### config.mk
export PLATFORM = sky130hd
export DESIGN_NAME = a2b_serial
export DESIGN_NICKNAME = d
export VERILOG_FILES = /design/src/rtl/b2a_pkg.sv /design/src/rtl/sec_and_isw.sv /design/src/rtl/a2b_serial.sv
export SDC_FILE = /design/constraint.sdc
export NUM_CORES = 2
export LEC_CHECK = 0
export CAP_MARGIN = 20
export CORE_MARGIN = 3
export CORE_UTILIZATION = 42
export CTS_BUF_LIST = sky130_fd_sc_hd__clkbuf_2 sky130_fd_sc_hd__clkbuf_4 sky130_fd_sc_hd__clkbuf_8
export CTS_CLUSTER_DIAMETER = 50
export CTS_CLUSTER_SIZE = 8
export DETAILED_ROUTE_END_ITERATION = 6
export PLACE_DENSITY = 0.75
export SETUP_SLACK_MARGIN = 0.05
export SLEW_MARGIN = 10
export SYNTH_ARGS = -nofsm -noshare
export SYNTH_HDL_FRONTEND = slang
export SYNTH_SLANG_ARGS = --single-unit
### constraint.sdc
create_clock -name clk -period 8.9 [get_ports clk]
set_clock_uncertainty 0.15 [all_clocks]
set_input_delay 1.78 -clock clk [delete_from_list [all_inputs] [get_ports clk]]
set_output_delay 1.78 -clock clk [all_outputs]
set_load 0.05 [all_outputs]
### src/rtl/b2a_pkg.sv
// Shared definitions for the masked A2B/B2A conversion cores: default sizes,
// controller state encoding and ISW randomness bookkeeping.
package b2a_pkg;

    localparam int B2A_K_WIDTH  = 32;
    localparam int B2A_N_SHARES = 8;

    typedef enum logic [1:0] {
        IDLE = 2'd0,
        RUN  = 2'd1,
        DONE = 2'd2
    } state_e;

    function automatic int isw_rnd_bits(input int n);
        return n * (n - 1) / 2;
    endfunction

    // Position of the fresh bit r_ij (i < j) inside the packed ISW random vector.
    function automatic int isw_pair_idx(input int n, input int i, input int j);
        return i * n - (i * (i + 1)) / 2 + (j - i - 1);
    endfunction

endpackage

### src/rtl/sec_and_isw.sv
// Single-bit ISW masked AND over N_SHARES shares, purely combinational.
// Each output share is the XOR of one row of the ISW cross-product matrix.
module sec_and_isw
    import b2a_pkg::*;
#(
    parameter  int N_SHARES = B2A_N_SHARES,
    localparam int R_W      = isw_rnd_bits(N_SHARES)
) (
    input  logic [N_SHARES-1:0] x,
    input  logic [N_SHARES-1:0] y,
    input  logic [R_W-1:0]      r,
    output logic [N_SHARES-1:0] z
);

    logic [N_SHARES-1:0][N_SHARES-1:0] m;

    for (genvar i = 0; i < N_SHARES; i++) begin : g_row
        for (genvar j = 0; j < N_SHARES; j++) begin : g_col
            if (i == j) begin : g_diag
                assign m[i][j] = x[i] & y[i];
            end else if (i < j) begin : g_upper
                localparam int IDX = isw_pair_idx(N_SHARES, i, j);
                assign m[i][j] = r[IDX];
            end else begin : g_lower
                // Bracketing keeps the random bit folded in before the second product.
                localparam int IDX = isw_pair_idx(N_SHARES, j, i);
                assign m[i][j] = (r[IDX] ^ (x[j] & y[i])) ^ (x[i] & y[j]);
            end
        end
        assign z[i] = ^m[i];
    end

endmodule

### src/rtl/a2b_serial.sv
// Masked arithmetic-to-Boolean converter: adds the arithmetic shares one at a
// time into a Boolean-shared accumulator with a bit-serial masked ripple-carry.
module a2b_serial
    import b2a_pkg::*;
#(
    parameter  int K_WIDTH  = B2A_K_WIDTH,
    parameter  int N_SHARES = B2A_N_SHARES,
    localparam int RND_W    = N_SHARES * (N_SHARES - 1)
) (
    input  logic                          clk,
    input  logic                          rst,
    input  logic                          ena,
    input  logic                          dvld,
    input  logic [K_WIDTH*N_SHARES-1:0]   a,
    input  logic [RND_W-1:0]              rnd,
    output logic                          rdy,
    output logic [K_WIDTH*N_SHARES-1:0]   b,
    output logic                          ovld,
    output state_e                        dbg_state
);

    // Handshake: a job is taken on a clock edge where dvld & rdy & ena are all
    // high; dvld at any other time is dropped. ovld is a one-cycle pulse with b.
    localparam int W    = K_WIDTH * N_SHARES;
    localparam int JW   = (K_WIDTH > 1) ? $clog2(K_WIDTH) : 1;
    localparam int IW   = $clog2(N_SHARES);
    localparam int HALF = RND_W / 2;

    state_e              state_q, state_d;
    logic [W-1:0]        a_q, a_d;
    logic [W-1:0]        acc_q, acc_d;
    logic [W-1:0]        b_q, b_d;
    logic [K_WIDTH-1:0]  c_q, c_d;
    logic [N_SHARES-1:0] carry_q, carry_d;
    logic [IW-1:0]       i_q, i_d, i_nxt;
    logic [JW-1:0]       j_q, j_d;
    logic                ovld_q, ovld_d;

    logic [N_SHARES-1:0] x_v, y_v, xy_v, sum_v, z0, z1;
    logic [W-1:0]        acc_run;
    logic                last_bit, last_share;

    assign last_bit   = (j_q == JW'(K_WIDTH - 1));
    assign last_share = (i_q == IW'(N_SHARES - 1));
    assign i_nxt      = i_q + IW'(1);

    // Operand C is non-zero only in share 0, so the other lanes see y = 0.
    assign y_v  = {{(N_SHARES-1){1'b0}}, c_q[j_q]};
    assign xy_v = x_v ^ y_v;

    for (genvar n = 0; n < N_SHARES; n++) begin : g_lane
        logic [K_WIDTH-1:0] lane;
        assign lane     = acc_q[n*K_WIDTH +: K_WIDTH];
        assign x_v[n]   = lane[j_q];
        assign sum_v[n] = x_v[n] ^ y_v[n] ^ carry_q[n];
        assign acc_run[n*K_WIDTH +: K_WIDTH] =
            (lane & ~(K_WIDTH'(1) << j_q)) | (K_WIDTH'(sum_v[n]) << j_q);
    end

    sec_and_isw #(.N_SHARES(N_SHARES)) u_and_xy (
        .x (x_v),
        .y (y_v),
        .r (rnd[0 +: HALF]),
        .z (z0)
    );

    sec_and_isw #(.N_SHARES(N_SHARES)) u_and_cp (
        .x (carry_q),
        .y (xy_v),
        .r (rnd[HALF +: HALF]),
        .z (z1)
    );

    always_ff @(posedge clk) begin
        if (rst) begin
            state_q <= IDLE;
            a_q     <= '0;
            acc_q   <= '0;
            b_q     <= '0;
            c_q     <= '0;
            carry_q <= '0;
            i_q     <= '0;
            j_q     <= '0;
            ovld_q  <= 1'b0;
        end else begin
            state_q <= state_d;
            a_q     <= a_d;
            acc_q   <= acc_d;
            b_q     <= b_d;
            c_q     <= c_d;
            carry_q <= carry_d;
            i_q     <= i_d;
            j_q     <= j_d;
            ovld_q  <= ovld_d;
        end
    end

    always_comb begin
        state_d = state_q;
        if (ena) begin
            case (state_q)
                IDLE:    if (dvld) state_d = RUN;
                RUN:     if (last_bit && last_share) state_d = DONE;
                DONE:    state_d = IDLE;
                default: state_d = IDLE;
            endcase
        end
    end

    always_comb begin
        a_d     = a_q;
        acc_d   = acc_q;
        b_d     = b_q;
        c_d     = c_q;
        carry_d = carry_q;
        i_d     = i_q;
        j_d     = j_q;
        ovld_d  = ena && (state_q == DONE);
        if (ena) begin
            case (state_q)
                IDLE: begin
                    if (dvld) begin
                        a_d     = a;
                        acc_d   = W'(a[K_WIDTH-1:0]);
                        c_d     = a[2*K_WIDTH-1 -: K_WIDTH];
                        carry_d = '0;
                        i_d     = IW'(1);
                        j_d     = '0;
                    end
                end
                RUN: begin
                    acc_d = acc_run;
                    if (last_bit) begin
                        // Carry out of the top bit is the mod 2^K wrap: dropped.
                        carry_d = '0;
                        j_d     = '0;
                        i_d     = i_nxt;
                        if (!last_share) c_d = K_WIDTH'(a_q >> (K_WIDTH * int'(i_nxt)));
                    end else begin
                        carry_d = z0 ^ z1;
                        j_d     = j_q + JW'(1);
                    end
                end
                DONE:    b_d = acc_q;
                default: ;
            endcase
        end
    end

    always_comb begin
        rdy       = (state_q == IDLE);
        ovld      = ovld_q;
        b         = b_q;
        dbg_state = state_q;
    end

endmodule
==> out/qor.csv <==
metric,value,unit
status,finished clean,
final_common_cell,nand2_1,
drv_cap,0,
overflow,0,
synth_nets,4469,
cp_slowest_cell,buf_4,
first_pass_iters,6,
reg2reg_slack,3.97,ns
gp_congestion,0.913,
min_path_type,flip-flop to flip-flop,
grt_pass1_wl,191000,um
hold_ws,0.300,ns
grtUsageTotal,28.8,%
yosys_warnings,0,
worstReg2RegEnd,carry_q[2],
drtIter0Drc,3903,
p_leak,0.0144,uW
relSlewSlack,13.9,%
cts_resized,0,
area_growth,23.6,%
drv_slew,0,
postLayoutCoreUtil,52.6,%
clk_latency,0.81,ns
ys_types,64,
fp-row-count,105,
ys_async_sr_fraction,0,%
post_cts_buffers,0,
setup.worst_path.end,carry_q[2],
cp_slowest_stage_delay,0.67,ns
drc,0,
synth_ff_type,dfxtp_1,
dpl.hpwl,90200,um
cp.arrival,5.37,ns
cpMostUsedCell,xnor2_1,
crit_type,flip-flop to flip-flop,
syn-cell-area,35100,sq um
path_max_fanout,37,
vias_per_cell,5.77,
cp.required,9.34,ns
power.density,172,nW/um^2
initial_core_util,42.6,%
worst_slew_pin_slew,1.29,ns
core_area,82400,sq um
cp_cell_sequence,buf_4 > inv_2 > nor2_1 > a22oi_1 > a31oi_1 > buf_4 > ha_1 > nand2_1 > xor2_1 > xnor2_1 > xnor2_1 > xnor2_1 > xnor2_1 > mux2i_1 > a21oi_1,
clock-root-buffer,clkbuf_8,
finalHoldViolations,0,
ir_drop,122,uV
min_period_over_period,55.4,%
ant_nets,0,
clock_path_buffers,3,
die_h,295,um
syn_inst,4135,
port_buffers,575,
fillers,7581,
grt_pass1_vias,30700,
antenna_found_initial,16,
fin_tns_setup,0,ns
wl_per_cell,23.2,um
cts_hold_buf,0,
synth.area.top_cells,"dfxtp_1, nand2_1, a21oi_1",
period_minus_slack,4.93,ns
vias,32500,
fmax,0.203,GHz
synth_top_area_share,46.8,%
cts.sinks,819,
drive_above_1_share,7.99,%
ys_seq_area_share,46.8,%
r2r_start,j_q[0],
synth_seq_cells,819,
cts_made_buffers,120,
critPathLaunch,j_q[0],
die-area,87000,sq um
synth_largest_area_cell,dfxtp_1,
cts_tree,built,
nNetsFinal,4864,
setup_violations,0,
synth_edf_count,0,
syn_avg_cell_area,8.48,sq um
dp_cells,5477,
grt_max_degree,235,
final_cell_mix,"nand2_1, dfxtp_1, a21oi_1",
wl,131000,um
end_kind,flip-flop,
cts_htree_levels,3,
r2r_cells,15,
layout.cells.non_filler,5631,
boundaryPins,576,
rsz0062_at_grt,false,
die_w,295,um
clkSlewWorstSetupHoldPaths,0.06,ns
critical_path.startpoint_type,flip-flop,
-- worst min-delay path by stage --
| stage | startpoint | to | slack, ns | cells after the start |
|---|---|---|---|---|
| global route | b[192] | b[192] | 0.32 | 2 |
| global placement | a_q[12] | a_q[12] | 0.29 | 2 |
| floorplan | c_q[13] | c_q[13] | 0.28 | 2 |
| CTS | acc_q[153] | b[153] | 0.29 | 2 |
| finish | acc_q[43] | b[43] | 0.30 | 2 |
| detailed placement | a_q[86] | a_q[86] | 0.29 | 2 |
-- cells by family after synthesis --
family / after synthesis / synth area share [%]
and+or+nand+nor: 1562 / 17.5
AOI/OAI and AO/OA: 1045 / 17.5
DFF: 819 / 46.8
buffers and inverters: 379 / 4.44
muxes: 194 / 9.89
xor gates and xnor gates: 118 / 3.29
adders and majority gates: 18 / 0.642
-- state kept, by name (all words and copies together) (netlist names) --
name / flops
acc_q: 256
carry_q: 8
ovld: 1
j_q: 5
dbg_state: 2
a_q: 256
b: 256
c_q: 32
i_q: 3
-- report_power, final --
group	internal, uW	switching [uW]
clock network	1350	1450
logic	368	489
registers	3750	62.0
total	5470	2000
-- cells in the mapped netlist (23+ instances only) --
cell	instances
a21oi_1	591
a22oi_1	232
and2_1	33
and3_1	29
buf_1	27
clkbuf_1	291
dfxtp_1	819
inv_1	27
mux2i_1	69
mux4_2	111
nand2_1	1189
nor2_1	254
o211ai_1	33
o21ai_0	101
o21ai_1	23
xnor2_1	96
-- cell type report --
type                    instances  area, sq um  share of cell area, %
inverters                      30          113                  0.260
multi-input cells            2937        17300                   39.8
diodes                          8         20.0                 0.0462
clock inverters                20          299                  0.690
repair buffers                622         6200                   14.3
clock buffers                 125         1700                   3.93
well taps                    1070         1340                   3.09
flip-flops and latches        819        16400                   37.9
-- through the flow --
stage	power, uW	setup WS [ns]	area [sq um]
after floorplan	4360	4.51	35100
after global placement	4720	3.55	41300
after detailed placement	4730	3.38	41300
after CTS	7500	4.06	43300
after global routing	7710	3.76	43300
final	7470	3.97	43300
-- critical path: cells and delay by family, from the launching register on --
family                     cells  cell delay (ns)
muxes                          1             0.25
xor gates and xnor gates       5             0.89
adders and majority gates      1             0.38
DFF                            1             0.64
and+or+nand+nor                2             0.73
buffers and inverters          3             1.27
AOI/OAI and AO/OA              3             0.45
-- per-layer routing --
| metal | vias up | GRT usage, % | routed length (um) | share of wire [%] |
|---|---|---|---|---|
| li1 | 14900 | - | - | - |
| met4 | 16 | 14.7 | 7380 | 5.6 |
| met2 | 1809 | 46.1 | 59800 | 46 |
| met5 | - | 0 | 101 | 0.077 |
| met1 | 15400 | 35.2 | 48600 | 37 |
| met3 | 372 | 8.68 | 14900 | 11 |
Power figures use the tool's default switching activity.
